===== src/rtl/sync_fifo_param_pkg.sv =====
// Shared definitions for the parameterised synchronous FIFO.
// Holds the width helpers used to size the count and pointers, and the
// read-mode enumeration that selects registered or fall-through output.
package fifo_pkg;

  typedef enum logic {
    FWFT_OFF = 1'b0,
    FWFT_ON  = 1'b1
  } fwft_mode_e;

  // Width needed to hold 0..depth inclusive.
  function automatic int cnt_width(input int depth);
    return $clog2(depth + 1);
  endfunction

  // Width needed to address 0..depth-1; never narrower than one bit.
  function automatic int ptr_width(input int depth);
    return (depth < 2) ? 1 : $clog2(depth);
  endfunction

endpackage


===== src/rtl/sync_fifo_param_if.sv =====
// Handshake/data bundle between a FIFO user (master) and the FIFO (slave).
// master: drives wr_en, data_in, rd_en; observes data_out, data_valid,
//         wr_ack, overflow, underflow, full, empty, almostfull,
//         almostempty, count.
// slave:  the reverse.
interface sync_fifo_param_if
  import fifo_pkg::*;
#(
  parameter int FIFO_WIDTH = 16,
  parameter int FIFO_DEPTH = 8
);
  localparam int CW = cnt_width(FIFO_DEPTH);

  logic                  wr_en;
  logic [FIFO_WIDTH-1:0] data_in;
  logic                  rd_en;
  logic [FIFO_WIDTH-1:0] data_out;
  logic                  data_valid;
  logic                  wr_ack;
  logic                  overflow;
  logic                  underflow;
  logic                  full;
  logic                  empty;
  logic                  almostfull;
  logic                  almostempty;
  logic [CW-1:0]         count;

  modport master (
    output wr_en, data_in, rd_en,
    input  data_out, data_valid, wr_ack, overflow, underflow,
           full, empty, almostfull, almostempty, count
  );

  modport slave (
    input  wr_en, data_in, rd_en,
    output data_out, data_valid, wr_ack, overflow, underflow,
           full, empty, almostfull, almostempty, count
  );

endinterface


===== src/rtl/sync_fifo_param_ram.sv =====
// FIFO storage: WIDTH x DEPTH array, one synchronous write port and one
// asynchronous read port. Contents are deliberately not reset.
// Ports: clk, we/waddr/wdata (write), raddr/rdata (read).
module fifo_ram
  import fifo_pkg::*;
#(
  parameter int WIDTH = 16,
  parameter int DEPTH = 8,
  parameter int AW    = ptr_width(DEPTH)
) (
  input  logic             clk,
  input  logic             we,
  input  logic [AW-1:0]    waddr,
  input  logic [WIDTH-1:0] wdata,
  input  logic [AW-1:0]    raddr,
  output logic [WIDTH-1:0] rdata
);

  logic [WIDTH-1:0] mem [DEPTH];

  always_ff @(posedge clk) begin
    if (we) mem[waddr] <= wdata;
  end

  assign rdata = mem[raddr];

endmodule


===== src/rtl/sync_fifo_param.sv =====
// Parameterised synchronous FIFO with registered or first-word-fall-through
// read, write/overflow/underflow status pulses and occupancy flags.
// Ports: clk, rst_n (async, active low), bus (slave side of
//        sync_fifo_param_if carrying the write/read handshake and status).
module sync_fifo_param
  import fifo_pkg::*;
#(
  parameter int FIFO_WIDTH = 16,
  parameter int FIFO_DEPTH = 8,
  parameter int AF_LEVEL   = FIFO_DEPTH - 1,
  parameter int AE_LEVEL   = 1,
  parameter int FWFT       = 0
) (
  input logic               clk,
  input logic               rst_n,
  sync_fifo_param_if.slave  bus
);

  localparam int CW = cnt_width(FIFO_DEPTH);
  localparam int PW = ptr_width(FIFO_DEPTH);
  localparam logic [CW-1:0] DEPTH_C  = CW'(FIFO_DEPTH);
  localparam logic [CW-1:0] AF_C     = CW'(AF_LEVEL);
  localparam logic [CW-1:0] AE_C     = CW'(AE_LEVEL);
  localparam logic [PW-1:0] LAST_PTR = PW'(FIFO_DEPTH - 1);
  localparam fwft_mode_e    MODE     = (FWFT != 0) ? FWFT_ON : FWFT_OFF;

  if (FIFO_WIDTH < 1 || FIFO_WIDTH > 64) begin : g_bad_width
    $error("FIFO_WIDTH must be 1..64");
  end
  if (FIFO_DEPTH < 2) begin : g_bad_depth
    $error("FIFO_DEPTH must be >= 2");
  end
  if (AF_LEVEL < 1 || AF_LEVEL > FIFO_DEPTH - 1) begin : g_bad_af
    $error("AF_LEVEL must be 1..FIFO_DEPTH-1");
  end
  if (AE_LEVEL < 1 || AE_LEVEL > FIFO_DEPTH - 1) begin : g_bad_ae
    $error("AE_LEVEL must be 1..FIFO_DEPTH-1");
  end
  if (FWFT != 0 && FWFT != 1) begin : g_bad_fwft
    $error("FWFT must be 0 or 1");
  end

  logic [PW-1:0]         wr_ptr, rd_ptr;
  logic [CW-1:0]         cnt;
  logic                  is_full, is_empty;
  logic                  rd_ok, wr_ok;
  logic [FIFO_WIDTH-1:0] ram_rdata;

  assign is_full  = (cnt == DEPTH_C);
  assign is_empty = (cnt == '0);
  assign rd_ok    = bus.rd_en && !is_empty;
  // A read freeing a slot lets a write at full pass through in the same cycle.
  assign wr_ok    = bus.wr_en && (!is_full || rd_ok);

  fifo_ram #(
    .WIDTH (FIFO_WIDTH),
    .DEPTH (FIFO_DEPTH),
    .AW    (PW)
  ) u_ram (
    .clk   (clk),
    .we    (wr_ok),
    .waddr (wr_ptr),
    .wdata (bus.data_in),
    .raddr (rd_ptr),
    .rdata (ram_rdata)
  );

  always_ff @(posedge clk or negedge rst_n) begin
    if (!rst_n) begin
      wr_ptr        <= '0;
      rd_ptr        <= '0;
      cnt           <= '0;
      bus.wr_ack    <= 1'b0;
      bus.overflow  <= 1'b0;
      bus.underflow <= 1'b0;
    end else begin
      if (wr_ok) wr_ptr <= (wr_ptr == LAST_PTR) ? '0 : wr_ptr + 1'b1;
      if (rd_ok) rd_ptr <= (rd_ptr == LAST_PTR) ? '0 : rd_ptr + 1'b1;
      case ({wr_ok, rd_ok})
        2'b10:   cnt <= cnt + 1'b1;
        2'b01:   cnt <= cnt - 1'b1;
        default: cnt <= cnt;
      endcase
      bus.wr_ack    <= wr_ok;
      bus.overflow  <= bus.wr_en && !wr_ok;
      bus.underflow <= bus.rd_en && !rd_ok;
    end
  end

  if (MODE == FWFT_ON) begin : g_fwft
    assign bus.data_out   = ram_rdata;
    assign bus.data_valid = !is_empty;
  end else begin : g_std
    always_ff @(posedge clk or negedge rst_n) begin
      if (!rst_n) begin
        bus.data_out   <= '0;
        bus.data_valid <= 1'b0;
      end else begin
        bus.data_valid <= rd_ok;
        if (rd_ok) bus.data_out <= ram_rdata;
      end
    end
  end

  assign bus.full        = is_full;
  assign bus.empty       = is_empty;
  assign bus.almostfull  = (cnt >= AF_C);
  assign bus.almostempty = (cnt <= AE_C) && !is_empty;
  assign bus.count       = cnt;

  a_cnt_range: assert property (@(posedge clk) disable iff (!rst_n)
    cnt <= DEPTH_C);
  a_pass_full: assert property (@(posedge clk) disable iff (!rst_n)
    (is_full && bus.wr_en && bus.rd_en) |=> (bus.wr_ack && cnt == DEPTH_C));
  a_empty_rw: assert property (@(posedge clk) disable iff (!rst_n)
    (is_empty && bus.wr_en && bus.rd_en) |=> (bus.wr_ack && bus.underflow && cnt == CW'(1)));
  a_cnt_inc: assert property (@(posedge clk) disable iff (!rst_n)
    (wr_ok && !rd_ok) |=> (cnt == $past(cnt) + CW'(1)));
  a_cnt_dec: assert property (@(posedge clk) disable iff (!rst_n)
    (!wr_ok && rd_ok) |=> (cnt == $past(cnt) - CW'(1)));
  a_wr_wrap: assert property (@(posedge clk) disable iff (!rst_n)
    (wr_ok && wr_ptr == LAST_PTR) |=> (wr_ptr == '0));
  a_rd_wrap: assert property (@(posedge clk) disable iff (!rst_n)
    (rd_ok && rd_ptr == LAST_PTR) |=> (rd_ptr == '0));
  a_ovf: assert property (@(posedge clk) disable iff (!rst_n)
    (bus.wr_en && !wr_ok) |=> bus.overflow);

endmodule


===== src/flat_wrapper.sv =====
// flat-port wrapper written by rule: the top's interface ports become plain ports
module sync_fifo_param_flat import fifo_pkg::*;
#(
  parameter int FIFO_WIDTH = 16,
  parameter int FIFO_DEPTH = 8,
  parameter int AF_LEVEL   = FIFO_DEPTH - 1,
  parameter int AE_LEVEL   = 1,
  parameter int FWFT       = 0
)
  (clk, rst_n, bus_wr_en, bus_data_in, bus_rd_en, bus_data_out, bus_data_valid, bus_wr_ack, bus_overflow, bus_underflow, bus_full, bus_empty, bus_almostfull, bus_almostempty, bus_count);
  sync_fifo_param_if #(.FIFO_WIDTH(FIFO_WIDTH), .FIFO_DEPTH(FIFO_DEPTH)) bus_i ();
  input logic clk;
  input logic rst_n;
  input wire logic [$bits(bus_i.wr_en)-1:0] bus_wr_en;
  input wire logic [$bits(bus_i.data_in)-1:0] bus_data_in;
  input wire logic [$bits(bus_i.rd_en)-1:0] bus_rd_en;
  output wire logic [$bits(bus_i.data_out)-1:0] bus_data_out;
  output wire logic [$bits(bus_i.data_valid)-1:0] bus_data_valid;
  output wire logic [$bits(bus_i.wr_ack)-1:0] bus_wr_ack;
  output wire logic [$bits(bus_i.overflow)-1:0] bus_overflow;
  output wire logic [$bits(bus_i.underflow)-1:0] bus_underflow;
  output wire logic [$bits(bus_i.full)-1:0] bus_full;
  output wire logic [$bits(bus_i.empty)-1:0] bus_empty;
  output wire logic [$bits(bus_i.almostfull)-1:0] bus_almostfull;
  output wire logic [$bits(bus_i.almostempty)-1:0] bus_almostempty;
  output wire logic [$bits(bus_i.count)-1:0] bus_count;
  assign bus_i.wr_en = bus_wr_en;
  assign bus_i.data_in = bus_data_in;
  assign bus_i.rd_en = bus_rd_en;
  assign bus_data_out = bus_i.data_out;
  assign bus_data_valid = bus_i.data_valid;
  assign bus_wr_ack = bus_i.wr_ack;
  assign bus_overflow = bus_i.overflow;
  assign bus_underflow = bus_i.underflow;
  assign bus_full = bus_i.full;
  assign bus_empty = bus_i.empty;
  assign bus_almostfull = bus_i.almostfull;
  assign bus_almostempty = bus_i.almostempty;
  assign bus_count = bus_i.count;
  sync_fifo_param #(.FIFO_WIDTH(FIFO_WIDTH), .FIFO_DEPTH(FIFO_DEPTH), .AF_LEVEL(AF_LEVEL), .AE_LEVEL(AE_LEVEL), .FWFT(FWFT)) u_core (.clk(clk), .rst_n(rst_n), .bus(bus_i));
endmodule

===== config.mk =====
export PLATFORM = sky130hd
export DESIGN_NAME = sync_fifo_param_flat
export DESIGN_NICKNAME = d
export VERILOG_FILES = /design/src/rtl/sync_fifo_param_pkg.sv /design/src/rtl/sync_fifo_param_if.sv /design/src/rtl/sync_fifo_param_ram.sv /design/src/rtl/sync_fifo_param.sv /design/src/flat_wrapper.sv
export SDC_FILE = /design/constraint.sdc
export NUM_CORES = 1
export LEC_CHECK = 0
export CAP_MARGIN = 15
export CORE_UTILIZATION = 40
export DETAILED_ROUTE_END_ITERATION = 8
export GPL_ROUTABILITY_DRIVEN = 0
export GPL_TIMING_DRIVEN = 0
export PLACE_DENSITY = 0.62
export REMOVE_ABC_BUFFERS = 1
export SLEW_MARGIN = 15
export SYNTH_ARGS = -nofsm -noshare
export SYNTH_HDL_FRONTEND = slang
export SYNTH_SLANG_ARGS = --single-unit

===== constraint.sdc =====
create_clock -name clk -period 5.43 [get_ports clk]
set_clock_uncertainty 0.1 [all_clocks]
set_input_delay 1.086 -clock clk [delete_from_list [all_inputs] [get_ports clk]]
set_output_delay 1.086 -clock clk [all_outputs]
set_load 0.01 [all_outputs]

==> reports/results.tsv <==
metric	value	unit
peak supply drop	255	uV
Longest Clk Path Bufs	2	
Die H	127	um
Fmax	287	MHz
final worst slack	1950	ps
share of post-route cells with drive strength above 1	0.151	
Clk pin slew, worst setup/hold paths	60	ps
num rows	45	
DRT Pass-1 Iters	4	
post-place setup slack	1590	ps
Synth warnings	0	
Synth Cell Area	6290	um2
antenna violations before repair	0	
Reg2Reg Setup Slack	2480	ps
power per cell area	538	nW/um2
register area share after synthesis	0.731	
critical-path cell list	inv_1 -> ha_1 -> or3b_4 -> clkinv_4 -> clkdlybuf4s50_1	
RSZ-0062 raised after global routing	false	
Max Cap Viol	0	
die outline width	127	um
CTS tree	built	
Synth Area in Compound Gates	0.0468	
DR vias/cell	5.03	
CP Data Required Time	4240	ps
Vias	3461	
die area	16200	um2
multiplexer share of the synthesized area	0.105	
wire per inst	18.2	um
hold path cells	2	
Initial Util	0.412	
element type at the critical path start	flop	
vias in the first global route	3480	
Root Buffer	clkbuf_16	
Final HPWL DP	7990	um
antenna viol nets, final	0	
kind of critical path	reg2out	
Initial DRC Count	169	
post-CTS setup buffers	0	
Pleak	2.93	nW
Hold Buf Count CTS	0	
crit-path max cell delay	520	ps
final count of pins violating max slew	0	
Synth Area in Simple Gates	0.0730	
H-tree depth	4	
clk_lat worst skew	420	ps
HP Start	u_core.bus.data_out[2]	
CP endpoint kind	primary output	
Tmin final	3480	ps
crit-path max FO	6	
Reg2Reg Depth	8	
Netlist cell types	35	
I/O Buffers	47	
DRT Wirelength	12500	um
top_reg_cell synth	edfxtp_1	
synthesized flop and latch total	158	
total gr overflow	0	
critical path data arrival time	2290	ps
largest family of logic cells by synthesized area	multiplexers	
status	finished clean	
Worst Tran Pin Value	851	ps
# clock sinks	158	
Fin. Hold Viols	0	
Synth area leader	edfxtp_1	
met1 WL	5460	um
Mapped Cells	399	
EDFF count, synth	128	
Routed met3 length	392	um
slowest CP cell	clkdlybuf4s50_1	
largest cells by area after synthesis	edfxtp_1 61%, dfrtp_1 12%, mux2i_1 11%	
Reg2Reg Capture Point	u_core.u_ram.mem[3][11]	
Setup Viol. Count Final	0	
# resized after CTS	0	
post-route clock period utilization	0.641	
Hold Crit Endpoint	u_core.bus.data_out[2]	
drt drc	0	
Async S/R FF share, synth	0.190	
met2 WL post-DR	6470	um
relative slew slack	0.433	
Pwr Total	0.00422	W
Synth Area in Adders	0.0159	
top layer in use	met4	
Worst Hold Class	reg2reg	
first-pass GRT wire length	19400	um
n_diodes	0	
area share of xor/xnor cells in the synthesized design	0.00696	
syn avg cell area	15.8	um2
total track usage	0.166	
CTS Buf Count	17	
largest net degree at the start of global routing	48	
Area growth syn-to-layout	24.7	%
core area	15300	um2
R2R Path Start	u_core.bus.count[0]	
Synth top area share	0.611	
num ports	48	
Layout Nets	492	
-- logic make-up (layout without fill, tap and decap cells) --
family,Yosys count,in the layout
XOR/XNOR,5,5
buffers and inverters,26,104
multiplexers,66,66
AND/OR/NAND/NOR,97,97
adder cells (fa/ha/maj),8,8
flip-flops,158,158
AO/OA/AOI/OAI,39,39
-- sequential cells by signal, indices dropped and copies added, names as in the netlist --
register and count:
u_core.u_ram.mem 128, u_core.wr_ptr 3, u_core.bus.count 4, u_core.rd_ptr 3, u_core.bus.overflow 1, u_core.bus.data_out 16, u_core.bus.data_valid 1, u_core.bus.wr_ack 1
u_core.bus.underflow 1
-- metal layers --
layer,GRT usage,vias to the layer above
li1,-,1637
met1,0.206,1754
met2,0.283,56
met3,0.0381,14
met4,0.0637,0
met5,0,-
-- report_power, final --
part	switching (W)	internal (W)	total [W]
combinational	0.000640	0.000588	0.00123
sequential	0.000164	0.00155	0.00172
clock	0.000458	0.000815	0.00127
-- how the worst max path moves through the flow --
| stage | start | to | slack, ps | cells after the start |
|---|---|---|---|---|
| 2_1_floorplan | bus_rd_en | u_core.u_ram.mem[0][0] | 1730 | 3 |
| 3_3_place_gp | bus_rd_en | u_core.u_ram.mem[0][4] | -620 | 4 |
| 3_5_place_dp | bus_rd_en | u_core.u_ram.mem[3][11] | 1590 | 7 |
| 4_1_cts | u_core.bus.count[0] | bus_empty | 1940 | 5 |
| 5_1_grt | u_core.bus.count[0] | bus_empty | 1860 | 5 |
| 6_report | u_core.bus.count[0] | bus_empty | 1950 | 5 |
-- worst max-delay path: cells and delay by family (launching register included) --
kind	cells	cell delay, ps
buf+inv	3	740
simple gates	1	440
fa+ha+maj	1	250
flops	1	440
-- area by class of cell --
class / instances / area [um2]
Clock buffer: 18 / 429
Clock inverter: 14 / 214
Fill cell: 1275 / 7420
Inverter: 6 / 27.5
Multi-Input combinational cell: 215 / 1600
Sequential cell: 158 / 4600
Tap cell: 211 / 264
Timing Repair Buffer: 66 / 707
-- placed cells by master, fill, tap and decap left out, drive strengths merged, types with 5 or more instances in the layout --
cell,count
a22oi,32
buf,20
bufinv,5
clkbuf,18
clkdlybuf4s50,46
clkinv,5
dfrtp,30
edfxtp,128
ha,8
inv,7
mux2i,66
nand2,46
nand2b,7
nand3,16
nor2,9
nor3,7
-- synth_stat cells, drive strengths merged, types with 2 or more instances --
cell	n
edfxtp	128
mux2i	66
nand2	46
a22oi	32
dfrtp	30
nand3	16
buf	13
nor2	9
ha	8
clkbuf	7
nand2b	7
nor3	7
inv	5
and2	3
o21ai	3
xnor2	3
a211oi	2
a21o	2
nor2b	2
nor4	2
xor2	2
-- per-stage QoR --
stage | area, um2 | util | setup TNS [ps] | instances | hold slack [ps]
floorplan | 6180 | - | 0 | 379 | 414
global placement | 6910 | 0.453 | -9950 | 637 | 362
detailed placement | 7200 | 0.472 | 0 | 656 | 363
CTS | 7840 | 0.514 | 0 | 688 | 378
global route | 7840 | 0.514 | 0 | 688 | 396
finish | 7840 | 0.514 | 0 | 688 | 369
No activity file was read; power rests on OpenSTA's default activity.
